$ cat src/rtl/mem_pkg.sv
// Shared types and widths for the per-core main-memory client.
package mem_pkg;

    localparam int unsigned ADR_W      = 16;
    localparam int unsigned DAT_W      = 16;
    localparam int unsigned LOCK_ADR_W = 10;

    typedef enum logic [1:0] {
        OpLoad   = 2'd0,
        OpStore  = 2'd1,
        OpLock   = 2'd2,
        OpUnlock = 2'd3
    } mem_op_t;

    typedef enum logic [2:0] {
        StIdle   = 3'd0,
        StReq    = 3'd1,
        StAccess = 3'd2,
        StRdwait = 3'd3,
        StLock   = 3'd4,
        StUnlock = 3'd5
    } mem_port_state_t;

    // First state entered from IDLE for a newly accepted operation.
    function automatic mem_port_state_t op_entry_state(input mem_op_t op);
        case (op)
            OpLock:   return StLock;
            OpUnlock: return StUnlock;
            default:  return StReq;
        endcase
    endfunction

endpackage

$ cat src/rtl/sat_cnt.sv
// Saturating up-counter with enable; sticks at all-ones until reset.
module sat_cnt #(
    parameter int unsigned WIDTH = 16
) (
    input  logic             clk,
    input  logic             reset,
    input  logic             en,
    output logic [WIDTH-1:0] cnt
);

    logic [WIDTH-1:0] cnt_q;

    // Count up while enabled, holding at the maximum value.
    always_ff @(posedge clk or negedge reset) begin
        if (!reset) begin
            cnt_q <= '0;
        end else if (en && (cnt_q != {WIDTH{1'b1}})) begin
            cnt_q <= cnt_q + 1'b1;
        end
    end

    assign cnt = cnt_q;

endmodule

$ cat src/rtl/mem_port.sv
// Per-core client of the shared main-memory arbiter: turns one core operation
// into the request/grant handshake, drives the granted slot and counts stalls.
module mem_port
    import mem_pkg::*;
#(
    parameter int unsigned WAIT_LAT = 1
) (
    input  logic                  clk,
    input  logic                  reset,
    input  logic                  core_req,
    input  logic [1:0]            core_op,
    input  logic [ADR_W-1:0]      core_adr,
    input  logic [DAT_W-1:0]      core_wdat,
    output logic                  core_busy,
    output logic                  core_done,
    output logic [DAT_W-1:0]      core_rdat,
    output logic                  main_mem_read_request,
    output logic                  main_mem_write_request,
    input  logic                  main_mem_ac,
    output logic                  main_mem_read,
    output logic                  main_mem_write,
    output logic [ADR_W-1:0]      main_mem_read_adr,
    output logic [ADR_W-1:0]      main_mem_write_adr,
    output logic [DAT_W-1:0]      main_mem_write_dat,
    input  logic [DAT_W-1:0]      main_mem_dat,
    output logic [LOCK_ADR_W-1:0] lock_adr,
    output logic                  lock_en,
    output logic                  unlock_en,
    input  logic                  lock_ac,
    output logic [15:0]           stall_cnt
);

    // RDWAIT counter reload; the last RDWAIT cycle is the one with a zero count.
    localparam logic [1:0] WaitInit = 2'(WAIT_LAT - 1);

    mem_port_state_t state_q, state_d;
    mem_op_t         op_q, op_d;
    mem_op_t         core_op_e;
    logic [ADR_W-1:0] adr_q, adr_d;
    logic [DAT_W-1:0] wdat_q, wdat_d;
    logic [DAT_W-1:0] rdat_q, rdat_d;
    logic [1:0]       wait_q, wait_d;
    logic             done_q, done_d;
    logic             stall_en;

    assign core_op_e = mem_op_t'(core_op);

    // State and datapath registers; reset returns to IDLE mid-operation.
    always_ff @(posedge clk or negedge reset) begin
        if (!reset) begin
            state_q <= StIdle;
            op_q    <= OpLoad;
            adr_q   <= '0;
            wdat_q  <= '0;
            rdat_q  <= '0;
            wait_q  <= '0;
            done_q  <= 1'b0;
        end else begin
            state_q <= state_d;
            op_q    <= op_d;
            adr_q   <= adr_d;
            wdat_q  <= wdat_d;
            rdat_q  <= rdat_d;
            wait_q  <= wait_d;
            done_q  <= done_d;
        end
    end

    // Next-state logic; requests arriving outside IDLE are dropped, not queued.
    always_comb begin
        state_d = state_q;
        op_d    = op_q;
        adr_d   = adr_q;
        wdat_d  = wdat_q;
        rdat_d  = rdat_q;
        wait_d  = wait_q;
        done_d  = 1'b0;
        unique case (state_q)
            StIdle: begin
                if (core_req) begin
                    op_d    = core_op_e;
                    adr_d   = core_adr;
                    wdat_d  = core_wdat;
                    state_d = op_entry_state(core_op_e);
                end
            end
            StReq: begin
                if (main_mem_ac) begin
                    state_d = StAccess;
                end
            end
            StAccess: begin
                if (op_q == OpStore) begin
                    state_d = StIdle;
                    done_d  = 1'b1;
                end else begin
                    state_d = StRdwait;
                    wait_d  = WaitInit;
                end
            end
            StRdwait: begin
                if (wait_q == 2'd0) begin
                    rdat_d  = main_mem_dat;
                    state_d = StIdle;
                    done_d  = 1'b1;
                end else begin
                    wait_d = wait_q - 2'd1;
                end
            end
            StLock, StUnlock: begin
                if (lock_ac) begin
                    state_d = StIdle;
                    done_d  = 1'b1;
                end
            end
            default: begin
                state_d = StIdle;
            end
        endcase
    end

    // Moore outputs decoded from state; strobes and enables are mutually exclusive.
    always_comb begin
        main_mem_read_request  = 1'b0;
        main_mem_write_request = 1'b0;
        main_mem_read          = 1'b0;
        main_mem_write         = 1'b0;
        lock_en                = 1'b0;
        unlock_en              = 1'b0;
        stall_en               = 1'b0;
        unique case (state_q)
            StReq: begin
                main_mem_read_request  = (op_q == OpLoad);
                main_mem_write_request = (op_q == OpStore);
                stall_en               = !main_mem_ac;
            end
            StAccess: begin
                main_mem_read  = (op_q == OpLoad);
                main_mem_write = (op_q == OpStore);
            end
            StLock: begin
                lock_en  = 1'b1;
                stall_en = !lock_ac;
            end
            StUnlock: begin
                unlock_en = 1'b1;
                stall_en  = !lock_ac;
            end
            default: begin
            end
        endcase
    end

    sat_cnt #(
        .WIDTH (16)
    ) u_stall_cnt (
        .clk   (clk),
        .reset (reset),
        .en    (stall_en),
        .cnt   (stall_cnt)
    );

    assign core_busy          = (state_q != StIdle);
    assign core_done          = done_q;
    assign core_rdat          = rdat_q;
    assign main_mem_read_adr  = adr_q;
    assign main_mem_write_adr = adr_q;
    assign main_mem_write_dat = wdat_q;
    assign lock_adr           = adr_q[LOCK_ADR_W-1:0];

endmodule
$ cat config.mk
export PLATFORM = sky130hd
export DESIGN_NAME = mem_port
export DESIGN_NICKNAME = d
export VERILOG_FILES = /design/src/rtl/mem_pkg.sv /design/src/rtl/sat_cnt.sv /design/src/rtl/mem_port.sv
export SDC_FILE = /design/constraint.sdc
export NUM_CORES = 1
export LEC_CHECK = 0
export CORE_MARGIN = 2
export CORE_UTILIZATION = 42
export CTS_CLUSTER_DIAMETER = 120
export DETAILED_ROUTE_END_ITERATION = 7
export PLACE_DENSITY = 0.81
export SYNTH_ARGS = -nofsm -noshare
export SYNTH_HDL_FRONTEND = slang
export SYNTH_SLANG_ARGS = --single-unit
$ cat constraint.sdc
create_clock -name clk -period 2.3 [get_ports clk]
set_input_delay 0.46 -clock clk [delete_from_list [all_inputs] [get_ports clk]]
set_output_delay 0.46 -clock clk [all_outputs]
set_load 0.02 [all_outputs]
-- Word level (Yosys, flattened, before mapping)
Index checks and enable logic that the tools add are counted.
- mux-type cells: 21
- $add $sub $neg: 2
- eq/ne operators: 15
- reduce and logical (&&, ||, !) cells: 13
- operators by type and width (kind ; count):
    $add 16x1->16 const B ; 1
    $ne 16x16->1 const B ; 1
    $pmux 3 s5 ; 1
    $mux 3 ; 4
    $ne 2x2->1 const B ; 5
    $mux 1 ; 9
    $eq 3x2->1 const B ; 2
    $eq 3x3->1 const B ; 2
    $mux 2 ; 3
    $pmux 3 s2 ; 1
    $eq 2x2->1 const B ; 2
    $logic_not 2->1 ; 2
    $pmux 2 s2 ; 1
    $reduce_and 2->1 ; 2
    $reduce_and 4->1 ; 1
    $eq 3x1->1 const B ; 1
    $logic_not 3->1 ; 1
    $pmux 1 s3 ; 1
    $reduce_and 3->1 ; 1
    $reduce_bool 3->1 ; 1
    $eq 2x1->1 const B ; 1
    $logic_not 1->1 ; 2
    $ne 2x1->1 const B ; 1
    $pmux 1 s2 ; 1
    other kinds (4) ; 4
- word-level logic and storage cells: 59
- input port bits: 55
- output and inout bits: 98
- flip-flop bits (word level): 72

-- Logic depth before layout (Yosys ltp)
Gate-level depths: netlist of run 1.
- depth in word-level cells: 4
- depth in mapped cells: 6
- depth with buffers taken out: 5

-- Modules after synthesis
From an unflattened synthesis of run 1, not the netlist that was laid out.
- cell total of the unflattened synthesis: 254
- area total of the unflattened synthesis: 3417.0 µm²
- modules (own cells, without submodules) (module ; cells each ; area an instance (µm²) ; seq. area each (µm²) ; times used):
    mem_port ; 182 ; 2557.5 ; 1401.3 ; 1
    sat_cnt ; 72 ; 859.6 ; 400.4 ; 1

-- Least setup slack after synthesis of run 1
No wires, ideal clock.
- path kind: reg2reg
- start point: register u_stall_cnt.cnt_q[0] (netlist: u_stall_cnt.cnt[0])
- end point: register u_stall_cnt.cnt_q[13] (netlist: u_stall_cnt.cnt[13])
- setup slack: 0.470 ns
- cell stages (with the launch flop): 7
- data required time: 2.166 ns
- arrival time: 1.696 ns
- period minus slack after synthesis: 1.830 ns
- setup time: 0.134 ns
- path buffers: 1
- cell sequence: dfrtp_1 ha_1 nand4_2 nor4_4 buf_4 nor3_1 xor2_1
- longest elaborated chain between the ends: 2
- elaborated cells on any way between the ends: 3
- ends and longest elaborated chain (what ; line ; RTL):
    start, declared ; sat_cnt.sv:11 ; logic [WIDTH-1:0] cnt_q;
    start signal, assigned ; sat_cnt.sv:18 ; cnt_q <= cnt_q + 1'b1;
    parallel branches: the longest is 2 deep, another holds $add 16x1->16 ; -- ;
Several ways; the timed one is not identified.
A chain may end at the register's enable or synchronous reset.

-- Worst setup path in the final report of run 1
- start point: register state_q[0]
- end point: output unlock_en
- longest elaborated chain between the ends: 2
- ends and longest elaborated chain (what ; line ; RTL):
    start, declared ; mem_port.sv:36 ; mem_port_state_t state_q, state_d;
    start signal, assigned ; mem_port.sv:51 ; state_q <= StIdle;
    start signal, assigned ; mem_port.sv:59 ; state_q <= state_d;
    $eq 3x3->1 ; mem_port.sv:131 ; unique case (state_q)
    $mux 1 ; mem_port.sv:131 ;
    end, declared ; mem_port.sv:28 ; output logic unlock_en,
Every way passes these cells.

==> results of run 1 <==
state kept, by name, summed over array words and instances, names as in the netlist:
name / flops
main_mem_write_dat: 16
op_q: 2
core_rdat: 16
main_mem_read_adr: 16
u_stall_cnt.cnt: 16
core_done: 1
wait_q: 2
state_q: 3
layout make-up:
| cell class | count | area [um^2] | share of cell area |
|---|---|---|---|
| clock inverters | 4 | 45.0 | 0.00903 |
| clock buffers | 12 | 135 | 0.0271 |
| inverters | 7 | 26.3 | 0.00527 |
| multi-input cells | 144 | 1260 | 0.254 |
| repair buffers | 159 | 1590 | 0.318 |
| well taps | 102 | 128 | 0.0256 |
| flip-flops and latches | 72 | 1800 | 0.361 |
metrics by stage:
step	power, uW	cells	setup slack (ns)	util
after floorplan	4580	259	0.470	-
after global placement	6040	484	0.0802	0.619
after detailed placement	6150	484	0.0260	0.619
after CTS	7110	500	0.00352	0.641
after global routing	7410	500	0.00761	0.642
final	7020	500	0.152	0.642
power by group:
part / switching, uW / total [uW] / internal, uW / leakage (uW)
Sequential: 404 / 2210 / 1810 / 0.000874
Combinational: 1830 / 3870 / 2040 / 0.00116
Clock: 445 / 942 / 497 / 0.0000941
Total: 2680 / 7020 / 4340 / 0.00212
synthesized netlist by cell type:
cell	n	share of area
sky130_fd_sc_hd__mux2_1	5	0.017
sky130_fd_sc_hd__ha_1	2	0.0074
sky130_fd_sc_hd__and2_1	4	0.0074
sky130_fd_sc_hd__nor4b_2	1	0.0044
sky130_fd_sc_hd__nand3_1	5	0.0074
sky130_fd_sc_hd__clkbuf_1	1	0.0011
sky130_fd_sc_hd__buf_4	28	0.062
sky130_fd_sc_hd__o211ai_1	2	0.0044
sky130_fd_sc_hd__dfrtp_1	72	0.53
sky130_fd_sc_hd__nand3_2	1	0.0030
sky130_fd_sc_hd__xor2_1	12	0.031
sky130_fd_sc_hd__nor3b_2	1	0.0037
sky130_fd_sc_hd__nand2b_1	4	0.0074
sky130_fd_sc_hd__and2b_1	1	0.0022
sky130_fd_sc_hd__nand4_2	1	0.0037
sky130_fd_sc_hd__mux2i_1	1	0.0030
sky130_fd_sc_hd__nor4_4	2	0.013
sky130_fd_sc_hd__a31o_2	1	0.0026
sky130_fd_sc_hd__and3_1	2	0.0037
sky130_fd_sc_hd__nand3b_1	3	0.0067
sky130_fd_sc_hd__a31oi_1	1	0.0019
sky130_fd_sc_hd__a22o_1	2	0.0052
sky130_fd_sc_hd__nor3_1	10	0.015
sky130_fd_sc_hd__o221a_2	1	0.0033
sky130_fd_sc_hd__nand4_1	3	0.0056
sky130_fd_sc_hd__o21ai_0	5	0.0074
sky130_fd_sc_hd__buf_2	2	0.0030
sky130_fd_sc_hd__nor2_1	4	0.0044
sky130_fd_sc_hd__nor3b_1	2	0.0044
sky130_fd_sc_hd__xnor2_1	1	0.0026
sky130_fd_sc_hd__nand2_1	10	0.011
sky130_fd_sc_hd__inv_1	6	0.0067
sky130_fd_sc_hd__and4_1	1	0.0026
sky130_fd_sc_hd__nor2b_1	1	0.0019
sky130_fd_sc_hd__a21oi_1	2	0.0030
sky130_fd_sc_hd__buf_6	5	0.017
sky130_fd_sc_hd__nor4_1	1	0.0019
sky130_fd_sc_hd__nor4_2	2	0.0074
sky130_fd_sc_hd__nor3_2	1	0.0030
sky130_fd_sc_hd__a32o_1	1	0.0030
sky130_fd_sc_hd__mux2_2	47	0.16
sky130_fd_sc_hd__nor4b_4	1	0.0070
sky130_fd_sc_hd__inv_2	1	0.0011
critical path, delay by kind of cell, from the launching register on:
kind	cells	cell delay, ns
DFF	1	0.50
buffers and inverters	1	0.62
and+or+nand+nor	2	0.24
timing repair:
action	in CTS	in global routing
pin swaps	0	0
resized for setup	4	3
endpoints found under the setup margin	5	3
worst max path at each step:
stage / from / end / cells past startpoint
2_1_floorplan: u_stall_cnt.cnt[0] / u_stall_cnt.cnt[13] / 6
3_3_place_gp: main_mem_ac / state_q[0] / 6
3_5_place_dp: main_mem_ac / state_q[0] / 6
4_1_cts: state_q[2] / main_mem_read_request / 3
5_1_grt: state_q[2] / main_mem_write / 3
6_report: state_q[0] / unlock_en / 3
layout by cell type (no fill, tap or decap), types with 2 or more instances in the layout:
cell type / synthesis / final
sky130_fd_sc_hd__and3_1: 2 / 2
sky130_fd_sc_hd__nor4_2: 2 / 2
sky130_fd_sc_hd__dlymetal6s2s_1: 0 / 2
sky130_fd_sc_hd__nand2_1: 10 / 10
sky130_fd_sc_hd__nor4_4: 2 / 2
sky130_fd_sc_hd__dfrtp_1: 72 / 71
sky130_fd_sc_hd__inv_1: 6 / 6
sky130_fd_sc_hd__nor3b_1: 2 / 2
sky130_fd_sc_hd__nor3_1: 10 / 10
sky130_fd_sc_hd__nand3_1: 5 / 5
sky130_fd_sc_hd__ha_1: 2 / 2
sky130_fd_sc_hd__nor2_1: 4 / 4
sky130_fd_sc_hd__nand3b_1: 3 / 3
sky130_fd_sc_hd__dlygate4sd2_1: 0 / 2
sky130_fd_sc_hd__xor2_1: 12 / 12
sky130_fd_sc_hd__clkinv_2: 0 / 3
sky130_fd_sc_hd__clkdlybuf4s50_1: 0 / 146
sky130_fd_sc_hd__o21ai_0: 5 / 5
sky130_fd_sc_hd__clkbuf_1: 1 / 3
sky130_fd_sc_hd__nand2b_1: 4 / 4
sky130_fd_sc_hd__mux2_2: 47 / 47
sky130_fd_sc_hd__o211ai_1: 2 / 2
sky130_fd_sc_hd__nand4_1: 3 / 3
sky130_fd_sc_hd__a22o_1: 2 / 2
sky130_fd_sc_hd__and2_1: 4 / 4
sky130_fd_sc_hd__mux2_1: 5 / 5
sky130_fd_sc_hd__a21oi_1: 2 / 2
sky130_fd_sc_hd__buf_4: 28 / 7
sky130_fd_sc_hd__clkbuf_8: 0 / 9
logic make-up after synthesis:
kind of cell | count (synthesis) | share of synthesized area
adders and majority gates | 2 | 0.00742
xor gates and xnor gates | 13 | 0.0338
and+or+nand+nor | 61 | 0.126
buffers and inverters | 43 | 0.0909
DFF | 72 | 0.534
muxes | 53 | 0.177
AOI/OAI and AO/OA | 15 | 0.0308
routing by layer:
| metal | GRT usage | vias up |
|---|---|---|
| met3 | 0.0492 | 9 |
| met5 | 0 | - |
| met2 | 0.303 | 101 |
| li1 | - | 1144 |
| met4 | 0.0688 | 0 |
| met1 | 0.214 | 1215 |
==> results.md, run 1 <==
Clocking:
- Counting along the longest clock path gives a buffer depth of 2.
- The clock root buffer master is sky130_fd_sc_hd__clkbuf_8.
- After clock tree synthesis, the clock-pin slew on the worst setup and hold paths is 0.08 ns.
- The H-tree was split into 3 levels.
- The latest clock arrival within the worst-skew pair is 0.34 ns.
- TritonCTS built the clock tree.
- CTS saw 72 sinks.
- Hold repair after CTS inserted 0 buffers.
- The number of CTS-inserted buffers is 9.
- The number of post-CTS setup repair buffers is 0.

STA:
- At the pin with the least slew margin, the transition time is 0.892 ns.
- The maximum clock frequency is 465 MHz.
- The routed design could run at a clock period as short as 2.15 ns.
- Setup violations remaining at the end of the flow were counted as 0.
- The relative slew slack is 0.405.
- Adding up every negative setup slack in the final design gives 0 ns.
- Hold is met by 0.245 ns.
- Of the available clock period, the critical path in the final layout requires 0.934.
- The final hold violation count is 0.
- Clock skew on the completed layout was measured at 0.00859 ns.
- Setup repair after global routing left no endpoint under its margin.
- The final number of max-transition violations was 0.

Setup path:
- The origin of the critical flop-to-flop path is u_stall_cnt.cnt[0].
- The worst stage delay on the critical path is 0.62 ns.
- The slowest stage cell on the critical path is sky130_fd_sc_hd__clkdlybuf4s50_1.
- The worst setup path is of the reg -> out kind.
- The worst register-to-register path ends at u_stall_cnt.cnt[6].
- The worst-case reg-to-reg path depth is 6.
- The critical path endpoint category is a primary output.
- STA puts the critical path data arrival time at 1.69 ns.
- The critical path goes through nand2b_1 > nor2_1 > clkdlybuf4s50_1.
- In this run the worst path has a maximum fanout of 13.
- The required time of the critical path is 1.84 ns.
- The worst setup path is launched from a flip-flop.
- For flop-to-flop paths, the worst setup slack is 0.35 ns.

Yosys:
- The number of nets in the synthesized netlist is 316.
- The Yosys step of the flow raised 0 warnings.
- Yosys mapped the design onto 43 distinct sky130hd cell types.
- Synthesis inferred 72 register bits.
- The gate count of the mapped netlist is 259.
- The average cell area after synthesis is 13.0 um^2.
- For this run, the register share of the synthesized area comes to 0.534.
- Summing every instance area after synthesis gives 0.00337 mm^2.

Floorplan:
- In this run the core area contains 32 standard-cell rows.
- The initial standard-cell utilization of the core is 0.434.
- The width of the chip is 93.6 um.
- The core region is 0.00777 mm^2.
- The I/O pin count is 153.
- The die is 93.6 um tall.
- The overall die area is 0.00876 mm^2.

Route:
- The detail-routed net length per standard cell is 15.4 um.
- In the detailed route, the total length drawn on met2 is 3840 um.
- After detailed routing, the number of remaining DRC violations is 0.
- For this run, the detailed router's first-pass iteration total came to 4.
- Wire segments on met3 add up to 559 um in the final route.
- The detailed router put a total of 3180 um of wire on met1.
- The aggregate routed wire length is 7690 um.
- The post-detailed-route via-to-cell ratio is 4.94.
- For this block, the initial DRC count from the detailed router was 58.
- The top routing layer in use is met4.
- The routed layout has 2469 vias.
- The count of nets left with antenna violations once routing finished came out at 0.

Global routing:
- The initial antenna violation count came to 0.
- The global-route usage over all layers is 0.178.
- The number of global-route vias before repair is 2486.
- The wire length of the first global-routing pass is 12200 um.
- The total congestion overflow is 0.
- Entering global routing, the biggest net connects 73 pins.

Cells and area:
- The layout cell share with drive strength beyond 1 is 0.206.
- The area growth from synthesis to final layout is 47.9%.
- The summed area of non-filler cells in the final layout is 0.00499 mm^2.
- The net count of the finished layout is 450.
- The number of diodes is 0.
- The number of fill cells is 625.

Pwr:
- For this design the static power due to leakage is 0.00212 uW.
- The cell area power density is 1410 mW/mm^2.
- The worst-case IR drop observed on VDD is 0.000752 V.

Run:
- The number of maximum-capacitance violations is 0.

Place:
- The congestion estimate from routability-driven global placement came to 0.837.
- Input and output buffers added on the ports amount to 152.
- Summing all placed instances gives a cell area of 0.00480 mm^2.
- The HPWL after detailed placement is 5680 um.

Worst hold path:
- The min-delay analysis places its worst path in the category in -> async.

Outcome:
- The flow ran to the end, and the final reports show no timing, DRC or antenna violations.
Note: power is estimated with default switching activity, not from simulation.
==> run 2: changes to the inputs <==
--- a/config.mk
+++ b/config.mk
@@ -5,11 +5,13 @@
 export SDC_FILE = /design/constraint.sdc
 export NUM_CORES = 1
 export LEC_CHECK = 0
+export ABC_AREA = 1
 export CORE_MARGIN = 2
-export CORE_UTILIZATION = 42
+export CORE_UTILIZATION = 43
 export CTS_CLUSTER_DIAMETER = 120
 export DETAILED_ROUTE_END_ITERATION = 7
 export PLACE_DENSITY = 0.81
 export SYNTH_ARGS = -nofsm -noshare
 export SYNTH_HDL_FRONTEND = slang
 export SYNTH_SLANG_ARGS = --single-unit
+export TNS_END_PERCENT = 10
==> run 2 against run 1 <==
Against the previous run: final area up 3.7%; power down 0.14%; register-to-register slack better by 0.23 ns; critical path type unchanged; largest cell class unchanged; highest routed layer unchanged.
==> results.md, run 2 <==
Outcome:
- The flow ran to the end, and the final reports show no timing, DRC or antenna violations.

Pwr:
- The leakage power of the design is 0.00246 uW.
- The largest vdd supply drop is 0.000549 V.
- The total power draw is 7010 uW.
- The cell area power density is 1360 mW/mm^2.

STA:
- Clock skew on the completed layout was measured at 0.00764 ns.
- The worst setup margin is 0.0942 ns.
- The total setup violations reported at the end of the flow is 0.
- Setup repair after global routing left no endpoint under its margin.
- The transition time at the pin with the least slew margin is 0.901 ns.
- The time the worst path needs with I/O delays and setup is 2.21 ns.
- The fraction of the cycle the final worst path needs is 0.959.
- The final total negative setup slack is 0 ns.
- The final number of max-transition violations is 0.
- In this run the tightest slew margin relative to its limit is 0.399.
- The maximum clock frequency is 453 MHz.
- The final hold violation count is 0.

Clocking:
- The number of post-CTS setup repair buffers is 0.
- The latest clock arrival within the worst-skew pair is 0.34 ns.
- In this run the deepest clock path goes through 2 buffers.
- Clock tree synthesis selected as its root buffer the cell sky130_fd_sc_hd__clkbuf_8.
- Once the clock tree was built, the resizer swapped 4 gates to a different size.
- Counting every sink on the clock net gives 72.
- Counting the buffers created by CTS gives 9.
- After clock tree synthesis, the clock-pin slew on the worst setup and hold paths is 0.08 ns.
- In this run the number of H-tree levels came out at 3.
- The count of hold buffers inserted by post-cts repair is 0.
- TritonCTS built the clock tree.

Setup path:
- In this run the worst setup path begins at state_q[1].
- The worst-case reg-to-reg path depth is 10.
- Of all nets on the critical path, the largest fanout is 5.
- The critical path endpoint category is a primary output.
- For the worst setup path, the data required time is 1.84 ns.
- The origin of the critical flop-to-flop path is u_stall_cnt.cnt[0].
- The setup path with the least slack is of type reg -> out.
- The arrival time at the worst endpoint is 1.75 ns.
- The worst setup path is launched from a flip-flop.

Cells and area:
- Relative to the synthesized area, the layout overhead comes to 46.5%.
- Once layout is complete, the utilization of the core stands at 0.639.
- Leaving out fill and tap cells, the most frequent cell in the layout is sky130_fd_sc_hd__nand2_1.
- The layout cell share with drive strength beyond 1 is 0.0978.
- The top cell types in the final layout, fill and taps aside, are sky130_fd_sc_hd__nand2_1, sky130_fd_sc_hd__clkdlybuf4s50_1, sky130_fd_sc_hd__dfrtp_1.
- The final non-filler cell total is 647.
- The net count reported at finish is 594.
- 0 antenna diodes ended up in the layout.

Place:
- Once placement completed, the tool counted placed cells totaling 631.
- The post-placement setup slack is 0.254 ns.
- The count of buffers added on input and output ports is 152.
- The routability-driven placement congestion ratio is 0.942.
- Summed over all nets, the half-perimeter wirelength after detailed placement is 6820 um.

Global routing:
- The number of global-route vias before repair is 2911.
- The initial antenna violation count is 0.
- The global-route usage over all layers is 0.208.
- Summed over all layers, the global routing overflow is 0.
- The pin count of the biggest net entering global routing is 73.
- The wire length of the first global-routing pass is 14300 um.

Route:
- In the routed layout, each cell is associated on average with a via count of 4.73.
- After detailed routing, the average wire length per cell comes to 14.0 um.
- In this run, the number of DRC markers left after iteration 0 of detailed routing was 120.
- For this run, design rule violations remaining after detail routing come to 0.
- The final layout contains routed wiring with a total length of 9090 um.
- Summing over every cut layer, the via total after detailed routing is 3060.
- The detail route stage leaves a number of antenna-violating nets equal to 0.
- The pre-antenna-repair detailed-routing pass consisted of 4 iterations.

Floorplan:
- The I/O pin count is 153.
- The overall die area is 0.00895 mm^2.
- Measured along the y axis, the die boundary spans 94.6 um.
- The width of the chip is 94.6 um.
- The initial standard-cell utilization of the core is 0.436.
- The region available for standard cell placement spans 0.00809 mm^2.
- The site row count is 33.

Yosys:
- The unique cell type count in the Yosys netlist is 28.
- The number of enable-type register cells in the synthesized netlist is 0.
- In the synthesized netlist, the cells that appear most often are sky130_fd_sc_hd__nand2_1, sky130_fd_sc_hd__dfrtp_1, sky130_fd_sc_hd__buf_4, sky130_fd_sc_hd__inv_1, sky130_fd_sc_hd__nor2_1.
- The fraction of registers with async set or reset after synthesis is 1.00.
- The most used flip-flop cell after synthesis is sky130_fd_sc_hd__dfrtp_1.
- Sorting the synthesized cells by area gives the leading types as sky130_fd_sc_hd__dfrtp_1, sky130_fd_sc_hd__nand2_1, sky130_fd_sc_hd__buf_4.
- In the synthesized netlist, the number of instances is 408.
- The most common cell in the synthesized netlist is sky130_fd_sc_hd__nand2_1.
- The portion of the post-synthesis area used by sequential elements is 0.510.
- The average cell area after synthesis is 8.65 um^2.
- The mapped netlist covers 0.00353 mm^2.
- The cell type with the highest aggregate area in the netlist is sky130_fd_sc_hd__dfrtp_1.
- The net count of the mapped netlist is 465.
- After synthesis the netlist holds a flip-flop and latch count of 72.
- The number of synthesis warnings is 0.
- The area share of the largest cell type after synthesis is 0.510.

Worst hold path:
- The worst min-delay path category is in -> async.

Run:
- Across the run, the number of max-cap violations was 0.
run 2: cell count changes in the layout (fill, tap and decap cells not counted), sizes merged, moves of 9 or more:
cell	delta
nor2	+18
xor2	-12
mux2	-36
inv	+24
nor3	-9
nand2	+178
run 2: stage by stage:
stage                     hold slack [ns]  cell area (um^2)
after floorplan                     0.164              3530
after global placement              0.453              4930
after detailed placement            0.457              4930
after CTS                           0.271              5170
after global routing                0.304              5170
final                               0.226              5170
run 2: cell families (layout without fill, tap and decap cells):
logic type / Yosys count / in the layout / share of synthesized area
buffers and inverters: 65 / 199 / 0.107
AO/OA/AOI/OAI: 11 / 11 / 0.0159
flip-flops: 72 / 72 / 0.510
AND/OR/NAND/NOR: 235 / 235 / 0.282
multiplexers: 16 / 16 / 0.0606
adder cells (fa/ha/maj): 2 / 2 / 0.00709
XOR/XNOR: 7 / 7 / 0.0174
run 2: layer usage:
metal,track usage,part of all wire
met3,0.0758,0.078
met5,0,0
met1,0.259,0.42
met4,0.0640,0.0081
met2,0.337,0.49
run 2: final cells by class:
type | count | area [um^2]
clock buffers | 9 | 124
multi-input cells | 271 | 1350
clock inverters | 7 | 128
repair buffers | 153 | 1520
well taps | 105 | 131
inverters | 30 | 115
fillers | 671 | 2920
flip-flops and latches | 72 | 1800
run 2: where the power goes:
group / internal (uW) / total, uW / switching (uW)
clock: 736 / 1240 / 504
sequential: 1760 / 2160 / 395
combinational: 1690 / 3610 / 1920
total: 4190 / 7010 / 2820
run 2: worst max-delay path, cell delays in order (launching register included):
cell and delay, ns:
sky130_fd_sc_hd__dfrtp_1 0.45, sky130_fd_sc_hd__nor2_2 0.19, sky130_fd_sc_hd__nand2_1 0.10, sky130_fd_sc_hd__inv_1 0.07, sky130_fd_sc_hd__clkdlybuf4s50_1 0.60
run 2: path summary, 6_finish.rpt:
kind                                         end  slack (ns)
min reg2reg                main_mem_write_dat[8]        0.47
max in group asynchronous              wait_q[0]        1.46
min                                 core_rdat[2]        0.23
min in group clk           main_mem_write_dat[8]        0.47
max reg2reg                  u_stall_cnt.cnt[15]        0.58
max                                      lock_en        0.09
==> run 3: changes to the inputs <==
--- a/config.mk
+++ b/config.mk
@@ -10,6 +10,7 @@
 export CORE_UTILIZATION = 43
 export CTS_CLUSTER_DIAMETER = 120
 export DETAILED_ROUTE_END_ITERATION = 7
+export HOLD_SLACK_MARGIN = 0.08
 export PLACE_DENSITY = 0.81
 export SYNTH_ARGS = -nofsm -noshare
 export SYNTH_HDL_FRONTEND = slang
==> constraint.sdc (replaced) <==
create_clock -name clk -period 2.3 [get_ports clk]
set_input_delay 0.46 -clock clk [delete_from_list [all_inputs] [get_ports clk]]
set_output_delay 0.46 -clock clk [all_outputs]
set_load 0.1 [all_outputs]
==> run 3 against run 2 <==
Against the previous run: count of clock-buffer cells in the layout unchanged; first-iteration DRC count decreased by 13%; critical path depth grew 2; maximum frequency is 6.7% higher; setup slack improved by 0.14 ns; routed wire length shrank 4.4%; non-clock buffer count increased by 1; via count is 0.92% lower.
==> results.md, run 3 (synthesis gave the netlist of run 2 again) <==
Cells and area:
- The library cells used most frequently in the layout, excluding fill and tap cells, are sky130_fd_sc_hd__nand2_1, sky130_fd_sc_hd__buf_4, sky130_fd_sc_hd__dfrtp_1.
- The most common library cell in the layout ignoring fill and taps is sky130_fd_sc_hd__nand2_1.
- The layout cell share with drive strength beyond 1 is 0.284.
- The repair_antennas step left the layout with diodes totalling 0.
- The post-route core utilization is 0.623.
- From synthesis to final layout, the design area changed by 42.7%.
- In the final design database the tool counted 595 nets.
- The final non-filler cell total is 648.
- Counting the fill cells in the layout gives 703.

Route:
- The routed layout has 3032 vias.
- After detailed routing, the total wire length is 8690 um.
- The detail-routed net length per standard cell is 13.4 um.
- The violation count after the first detailed-routing iteration is 105.
- After detailed routing, the number of vias per cell comes to 4.68.
- In the routed design, unresolved DRC markers number 0.
- The count of nets left with antenna violations once routing finished came out at 0.
- The first detailed-routing pass took 4 iterations.

Outcome:
- The flow ran to the end, and the final reports show no timing, DRC or antenna violations.

Global routing:
- In the global route stage, met3 resource usage came out at 0.0527.
- The met2 layer usage reported by global route is 0.330.
- In this run the most used layer during global routing was met2.
- The initial antenna violation count is 0.
- The number of global-route vias before repair is 2826.
- In the global route stage, met1 resource usage came out at 0.235.
- The total congestion overflow is 0.
- Across every metal layer, demand over resource in global routing totals 0.191.
- Entering global routing, the biggest net connects 73 pins.
- The wire length of the first global-routing pass is 13300 um.

Setup path:
- The critical path is of the reg -> out type.
- The maximum fanout along the worst path is 5.
- Traced cell by cell, the critical path runs through inv_1 > nand2_1 > nor2_1 > inv_1 > nor3_2 > buf_12.
- The largest individual stage delay along the critical path comes from the cell sky130_fd_sc_hd__dfrtp_1.
- The most numerous cell type found on the critical path is sky130_fd_sc_hd__inv_1.
- The worst register-to-register path has a depth of 10.
- The most critical setup path has its endpoint at main_mem_read_request.
- The slack of the worst reg-to-reg path is 0.57 ns.
- The arrival time at the worst endpoint is 1.61 ns.
- The most critical setup path has its startpoint at state_q[1].
- The startpoint identified for the worst register-to-register timing path is u_stall_cnt.cnt[0].
- The endpoint identified for the worst register-to-register timing path is u_stall_cnt.cnt[10].
- The worst stage delay on the critical path is 0.44 ns.
- For the worst setup path, the data required time is 1.84 ns.
- STA classifies the critical path startpoint as a flip-flop.
- The critical path endpoint category is a primary output.

STA:
- Hold is met by 0.127 ns.
- The time the worst path needs with I/O delays and setup is 2.07 ns.
- At the pin with the least slew margin, the transition time is 0.547 ns.
- The worst-case clock skew is 0.0142 ns.
- After layout, the worst setup slack is 0.232 ns.
- The total setup violations reported at the end of the flow is 0.
- The worst pin sits at a relative slew slack of 0.635.
- The maximum clock frequency is 484 MHz.
- The final hold violation count is 0.
- The final number of max-transition violations is 0.
- In the finished design, the share of the clock period the worst path needs comes to 0.899.
- Setup repair after global routing left no endpoint under its margin.

Floorplan:
- The I/O pin count is 153.
- The die covers 0.00895 mm^2.
- The initial utilization of the core area, before any placement, comes to 0.436.
- The chip height is 94.6 um.
- The floorplan has 33 rows.
- The width of the chip is 94.6 um.
- The floorplan core area is 0.00809 mm^2.

Clocking:
- The clock-pin transition on the worst setup and hold timing paths is 0.08 ns.
- In this run, CTS created clock tree buffers numbering 9.
- The post-cts sizing count is 0.
- Buffers inserted to repair hold after CTS numbered 0.
- The clock root buffer master is sky130_fd_sc_hd__clkbuf_8.
- For the worst-skew pair, the clock arrives at the later sink with an insertion delay of 0.34 ns.
- The number of post-CTS setup repair buffers is 0.
- TritonCTS built the clock tree.
- The number of buffers between clock root and the deepest sink is 2.
- The total clock sinks is 72.
- The total number of H-tree levels is 3.

Place:
- Port buffering added 152 buffers.
- After legalization and detailed placement, the total HPWL measured 6460 um.
- Counting tap cells, the placed design contains a total of 632 instances.
- Before CTS, the worst setup slack after placement is 0.538 ns.
- The routability-driven placement congestion ratio is 0.888.

Run:
- Across the run, the number of max-cap violations was 0.

Worst hold path:
- The worst min-delay path category is in -> async.
==> run 3: cell count changes in the layout (fill, tap and decap cells not counted), moves of 2 or more <==
cell,change
sky130_fd_sc_hd__clkdlybuf4s50_1,-94
sky130_fd_sc_hd__buf_4,+90
sky130_fd_sc_hd__buf_12,+8
sky130_fd_sc_hd__nor3_2,+2
sky130_fd_sc_hd__dlygate4sd2_1,-4
sky130_fd_sc_hd__nor3_1,-2
==> run 3: metrics by stage <==
| step | instance area [um^2] | TNS [ns] |
|---|---|---|
| floorplan | 3540 | -0.336 |
| global placement | 4800 | 0 |
| detailed placement | 4800 | 0 |
| CTS | 5040 | 0 |
| global route | 5040 | 0 |
| finish | 5040 | 0 |
==> run 3: worst min-delay path by stage <==
stage	from	endpoint	slack, ns
detailed placement	main_mem_write_dat[14]	main_mem_write_dat[14]	0.46
floorplan	reset	core_done	0.16
finish	reset	core_rdat[11]	0.13
global placement	wait_q[0]	wait_q[0]	0.46
CTS	reset	core_rdat[2]	0.14
global route	reset	core_rdat[11]	0.14
==> run 3: area by class of cell <==
type	instances	area, um^2	share of cell area
flip-flops and latches	72	1800	0.357
repair buffers	154	1390	0.275
multi-input cells	271	1360	0.270
well taps	105	131	0.0261
clock buffers	9	124	0.0246
clock inverters	7	120	0.0238
inverters	30	115	0.0228
==> run 3: worst max-delay path, delay by kind of cell, from the launching register on <==
family	cells	cell delay [ns]
and+or+nand+nor	3	0.41
DFF	1	0.44
buffers and inverters	3	0.40
==> run 3: metal layers <==
metal,up-vias,share of wire
met3,6,0.090
met5,-,0
met2,134,0.50
met4,0,0.0086
li1,1495,-
met1,1397,0.40
Power of run 3 is left out: the tool's default activity adds up to more than one toggle a clock period on the data nets, which glitch-free logic cannot reach.
